--- src/rtl/hex_display_ctrl_if.sv ---
// Bus between datapath logic and the hex display controller: value strobes,
// display options and the registered display outputs.
interface hex_display_ctrl_if #(
  parameter int DIGITS = 6
);
  logic                  load;
  logic [4*DIGITS-1:0]   value_in;
  logic                  inc;
  logic                  dec;
  logic                  blank_lz;
  logic [DIGITS-1:0]     blink_mask;
  logic [4*DIGITS-1:0]   value_q;
  logic [7*DIGITS-1:0]   hex_out;
  logic                  blink_phase;

  modport master (
    output load, value_in, inc, dec, blank_lz, blink_mask,
    input  value_q, hex_out, blink_phase
  );

  modport slave (
    input  load, value_in, inc, dec, blank_lz, blink_mask,
    output value_q, hex_out, blink_phase
  );
endinterface

--- src/rtl/hex_display_ctrl.sv ---
// Multi-digit hex display controller: held value with load/inc/dec, registered
// seven-segment fields with leading-zero blanking and per-digit blinking.
module hex_display_ctrl #(
  parameter int DIGITS     = 6,
  parameter bit ACTIVE_LOW = 1'b1,
  parameter int BLINK_DIV  = 25_000_000
) (
  input logic             clock,
  input logic             reset,
  hex_display_ctrl_if.slave bus
);

  localparam int            CW    = (BLINK_DIV > 2) ? $clog2(BLINK_DIV) : 1;
  localparam logic [CW-1:0] TERM  = CW'(BLINK_DIV - 1);
  localparam logic [6:0]    BLANK = ACTIVE_LOW ? 7'h7F : 7'h00;

  logic [4*DIGITS-1:0] value_r;
  logic [CW-1:0]       div_cnt;
  logic                phase_r;
  logic [7*DIGITS-1:0] hex_r;
  logic [7*DIGITS-1:0] hex_d;

  function automatic logic [6:0] glyph(input logic [3:0] d);
    logic [6:0] g;
    case (d)
      4'h0: g = 7'h3F;
      4'h1: g = 7'h06;
      4'h2: g = 7'h5B;
      4'h3: g = 7'h4F;
      4'h4: g = 7'h66;
      4'h5: g = 7'h6D;
      4'h6: g = 7'h7D;
      4'h7: g = 7'h07;
      4'h8: g = 7'h7F;
      4'h9: g = 7'h6F;
      4'hA: g = 7'h77;
      4'hB: g = 7'h7C;
      4'hC: g = 7'h39;
      4'hD: g = 7'h5E;
      4'hE: g = 7'h79;
      default: g = 7'h71;
    endcase
    return g;
  endfunction

  // load wins over inc/dec; inc and dec together cancel out
  always_ff @(posedge clock) begin
    if (reset) begin
      value_r <= '0;
    end else if (bus.load) begin
      value_r <= bus.value_in;
    end else if (bus.inc && !bus.dec) begin
      value_r <= value_r + 1'b1;
    end else if (bus.dec && !bus.inc) begin
      value_r <= value_r - 1'b1;
    end
  end

  always_ff @(posedge clock) begin
    if (reset) begin
      div_cnt <= '0;
      phase_r <= 1'b0;
    end else if (div_cnt == TERM) begin
      div_cnt <= '0;
      phase_r <= ~phase_r;
    end else begin
      div_cnt <= div_cnt + CW'(1);
    end
  end

  // Scan from the most significant digit so upper_zero tracks "all digits above are 0"
  always_comb begin
    logic       upper_zero;
    logic [3:0] digit;
    logic [6:0] lit;
    hex_d      = '0;
    upper_zero = 1'b1;
    for (int k = DIGITS - 1; k >= 0; k--) begin
      digit      = value_r[4*k +: 4];
      upper_zero = upper_zero && (digit == 4'h0);
      lit        = glyph(digit);
      if ((bus.blink_mask[k] && phase_r) || (bus.blank_lz && upper_zero && (k != 0))) begin
        lit = 7'h00;
      end
      hex_d[7*k +: 7] = ACTIVE_LOW ? ~lit : lit;
    end
  end

  always_ff @(posedge clock) begin
    if (reset) begin
      hex_r <= {DIGITS{BLANK}};
    end else begin
      hex_r <= hex_d;
    end
  end

  assign bus.value_q     = value_r;
  assign bus.hex_out     = hex_r;
  assign bus.blink_phase = phase_r;

endmodule

--- src/flat_wrapper.sv ---
// flat-port wrapper written by rule: the top's interface ports become plain ports
module hex_display_ctrl_flat 
#(
  parameter int DIGITS     = 6,
  parameter bit ACTIVE_LOW = 1'b1,
  parameter int BLINK_DIV  = 25_000_000
)
  (clock, reset, bus_load, bus_value_in, bus_inc, bus_dec, bus_blank_lz, bus_blink_mask, bus_value_q, bus_hex_out, bus_blink_phase);
  hex_display_ctrl_if #(.DIGITS(DIGITS)) bus_i ();
  input logic clock;
  input logic reset;
  input wire logic [$bits(bus_i.load)-1:0] bus_load;
  input wire logic [$bits(bus_i.value_in)-1:0] bus_value_in;
  input wire logic [$bits(bus_i.inc)-1:0] bus_inc;
  input wire logic [$bits(bus_i.dec)-1:0] bus_dec;
  input wire logic [$bits(bus_i.blank_lz)-1:0] bus_blank_lz;
  input wire logic [$bits(bus_i.blink_mask)-1:0] bus_blink_mask;
  output wire logic [$bits(bus_i.value_q)-1:0] bus_value_q;
  output wire logic [$bits(bus_i.hex_out)-1:0] bus_hex_out;
  output wire logic [$bits(bus_i.blink_phase)-1:0] bus_blink_phase;
  assign bus_i.load = bus_load;
  assign bus_i.value_in = bus_value_in;
  assign bus_i.inc = bus_inc;
  assign bus_i.dec = bus_dec;
  assign bus_i.blank_lz = bus_blank_lz;
  assign bus_i.blink_mask = bus_blink_mask;
  assign bus_value_q = bus_i.value_q;
  assign bus_hex_out = bus_i.hex_out;
  assign bus_blink_phase = bus_i.blink_phase;
  hex_display_ctrl #(.DIGITS(DIGITS), .ACTIVE_LOW(ACTIVE_LOW), .BLINK_DIV(BLINK_DIV)) u_core (.clock(clock), .reset(reset), .bus(bus_i));
endmodule
--- config.mk ---
export PLATFORM = sky130hd
export DESIGN_NAME = hex_display_ctrl_flat
export DESIGN_NICKNAME = d
export VERILOG_FILES = /design/src/rtl/hex_display_ctrl_if.sv /design/src/rtl/hex_display_ctrl.sv /design/src/flat_wrapper.sv
export SDC_FILE = /design/constraint.sdc
export NUM_CORES = 1
export LEC_CHECK = 0
export BUFFER_PORTS_ARGS = -buffer_cell sky130_fd_sc_hd__buf_2
export CAP_MARGIN = 20
export CORE_MARGIN = 1
export CORE_UTILIZATION = 62
export DETAILED_ROUTE_END_ITERATION = 8
export HOLD_SLACK_MARGIN = 0.06
export PLACE_DENSITY_LB_ADDON = 0.05
export SLEW_MARGIN = 30
export SYNTH_ARGS = -nofsm -noshare
export SYNTH_HDL_FRONTEND = slang
export SYNTH_SLANG_ARGS = --single-unit
--- constraint.sdc ---
create_clock -name clock -period 6.6 [get_ports clock]
set_input_delay 1.32 -clock clock [delete_from_list [all_inputs] [get_ports clock]]
set_output_delay 1.32 -clock clock [all_outputs]
set_load 0.1 [all_outputs]
==> flow_summary.json <==
{
  "outcome": "complete, no violations",
  "num-fill-cells": 828,
  "n_antenna_cell": 0,
  "hp-class": "reg2reg",
  "cts-root-buf": "clkbuf_16",
  "period_minus_slack_ns": 5.31,
  "synthArstFlopShare_pct": 0,
  "rr_worst_depth": 14,
  "synth.top_cell.area_share_pct": 37.7,
  "fmax_mhz": 188,
  "power.switching_uw": 1140,
  "grt_usage_pct": 30.9,
  "hold_depth": 1,
  "crit_slowest_cell": "ha_1",
  "yosysMostFrequentCell": "dfxtp_1",
  "cts_resized": 0,
  "insertion_delay_ns": 0.43,
  "combinationalPowerShare_pct": 35.3,
  "cts_tree": "done",
  "hpwl_mm": 12.7,
  "initial_utilization_pct": 64.5,
  "rows": 38,
  "setup_viol": 0,
  "die_w_um": 109,
  "yosys-top-cells-area": "dfxtp_1 (38%), ha_1 (11%), nor2_1 (5.4%)",
  "yosysWarnings": 0,
  "relSlewSlack_pct": 35.4,
  "clock_power_share_pct": 31.2,
  "core_um2": 11000,
  "io_buffers": 102,
  "cp_cell_sequence": "buf_2, nor2b_1, inv_1, ha_1, nand2_1, o311ai_1, a21oi_1, a2111oi_2, nor3_1, o41a_1, a31oi_1, inv_1, ha_1, nor4_1, a311oi_1",
  "cts_hold_buffers": 0,
  "clkTransAtPathRegs_ns": 0.06,
  "ant_nets": 0,
  "cp.arrival_ns": 5.60,
  "max-vdd-ir-drop_mv": 0.264,
  "post_cts_buffers": 0,
  "dieHeight_um": 109,
  "dr.first_iter.drc_count": 530,
  "syn_inst": 824,
  "synth-seq-cells": 134,
  "final.setup.tns_ns": 0,
  "drc": 0,
  "syn_area_um2": 7110,
  "cp_slowest_stage_delay_ns": 0.54,
  "cts_buffers": 17,
  "synth_edf_count": 0,
  "wire_per_inst_um": 16.7,
  "rsz0062_at_grt": "false",
  "ios": 103,
  "seqPwrFrac_pct": 33.6,
  "grt_pass1_wl_mm": 28.2,
  "drt_wl_total_mm": 18.0,
  "maxSlewViolCount": 0,
  "clockBufferDepth": 2,
  "fin_skew_ns": 0.00891,
  "yosysTopAreaCell": "dfxtp_1",
  "tightestPinTransition_ns": 0.969,
  "area_growth_pct": 16.9,
  "dieArea_um2": 11900,
  "drive_above_1_share_pct": 17.1,
  "synth_common_cells": "dfxtp_1 (134), nor2_1 (102), nand2_1 (86)",
  "antenna_found_initial": 0,
  "ff_latch_area_um2": 2680,
  "crit_type": "in2reg",
  "power.share.switching_pct": 40.0,
  "path_max_fanout": 23,
  "finalNetCount": 1028,
  "grt_pass1_vias": 5869,
  "start_kind": "input port",
  "multi_input_area_um2": 4170,
  "first_pass_iters": 5,
  "grt-ovfl-total": 0,
  "grt_max_degree": 60,
  "place_congestion": 0.919,
  "crit_required_ns": 6.89,
  "htree_levels": 4,
  "viasPerCell": 6.01,
  "internal-power_uw": 1710,
  "ys_seq_area_share_pct": 37.7,
  "cellPowerDensity_nw_per_um2": 343,
  "whs_ns": 0.359,
  "drv_cap": 0,
  "reg2reg_slack_ns": 2.87,
  "r2r_start": "u_core.bus.value_q[11]$_SDFFE_PP0N_",
  "post-route-period-util_pct": 80.5,
  "ys_types": 73,
  "synth_top_flop_cell": "dfxtp_1",
  "end_kind": "flop",
  "cts.sinks": 134,
  "hold_end": "u_core.bus.hex_out[1]$_SDFF_PP1_",
  "synth_nets": 926,
  "hold_viol_final": 0,
  "avgSynthCellArea_um2": 8.63,
  "vias": 6477,
  "leakagePower_uw": 0.00373
}
## how the worst max path moves through the flow
stage / startpoint / to / slack, ns / cells after the start
2_1_floorplan: bus_inc / flop / 1.83 / 14
3_3_place_gp: bus_inc / flop / 1.14 / 15
3_5_place_dp: bus_inc / flop / 0.90 / 15
4_1_cts: bus_inc / flop / 1.32 / 15
5_1_grt: bus_inc / flop / 0.88 / 15
6_report: bus_inc / flop / 1.29 / 15
## stage by stage
step / total power, uW / setup WS [ns] / cell area [um^2] / cells / utilization, %
final: 2860 / 1.29 / 8320 / 1077 / 75.4
after global routing: 2980 / 0.884 / 8320 / 1077 / 75.4
after CTS: 2850 / 1.32 / 8310 / 1076 / 75.4
after detailed placement: 1970 / 0.904 / 7760 / 1046 / 70.4
after global placement: 1950 / 1.14 / 7750 / 1045 / 70.2
after floorplan: 1780 / 1.83 / 7110 / 824 / -
## routing by layer
layer  wire [um]  GRT usage [%]  vias to the layer above
met3        1380           8.43                       47
met4         454           14.1                        0
li1            -              -                     3126
met5           0              0                        -
met2        8310           49.6                      287
met1        7810           38.4                     3017
## final cells by class
cell class	instances	share of cell area [%]
tap	140	2.11
multi-input combinational	619	50.1
timing repair buffer	111	6.97
clock buffer	22	5.70
clock inverter	8	0.888
sequential	134	32.3
inverter	43	1.94
## cell families after synthesis
| family | Yosys count | synth area share [%] |
|---|---|---|
| muxes | 27 | 4.20 |
| AOI/OAI and AO/OA | 188 | 18.3 |
| buffers and inverters | 71 | 3.82 |
| xor gates and xnor gates | 40 | 4.93 |
| adders and majority gates | 66 | 11.7 |
| DFF | 134 | 37.7 |
| and+or+nand+nor | 298 | 19.3 |
## placed cells by master, fill, tap and decap left out, drive strengths merged, types with 3 or more instances in the layout
| master | count |
|---|---|
| o31ai | 3 |
| clkinv | 4 |
| nor2b | 4 |
| or2 | 4 |
| xnor2 | 22 |
| and3 | 12 |
| o2111ai | 4 |
| nor4 | 12 |
| a22oi | 7 |
| a21oi | 50 |
| ha | 65 |
| a311oi | 4 |
| a31oi | 8 |
| a2bb2oi | 7 |
| a21o | 6 |
| o21a | 6 |
| o22ai | 7 |
| o211ai | 8 |
| a221oi | 5 |
| or3 | 10 |
| clkbuf | 23 |
| nand3 | 24 |
| nand2 | 86 |
| dfxtp | 134 |
| o211a | 3 |
| nor2 | 102 |
| nor3 | 11 |
| a41o | 4 |
| nand2b | 11 |
| mux2 | 10 |
| a211oi | 9 |
| mux2i | 16 |
| inv | 44 |
| nand4 | 8 |
| xor2 | 18 |
| and2 | 5 |
| o21ai | 35 |
| buf | 109 |
## worst max-delay path, delay by kind of cell
kind	cells	cell delay [ns]
AOI/OAI and AO/OA	6	1.77
and+or+nand+nor	4	0.92
buffers and inverters	3	0.79
adders and majority gates	2	0.78
## power by group through the flow
stage / Combinational [uW] / Sequential (uW) / Clock [uW]
2_1_floorplan: 440 / 1340 / 0
4_1_cts: 1000 / 958 / 897
3_3_place_gp: 979 / 970 / 0
5_1_grt: 1080 / 968 / 928
3_5_place_dp: 993 / 973 / 0
6_report: 1010 / 958 / 890
No activity file was read; power rests on OpenSTA's default activity.
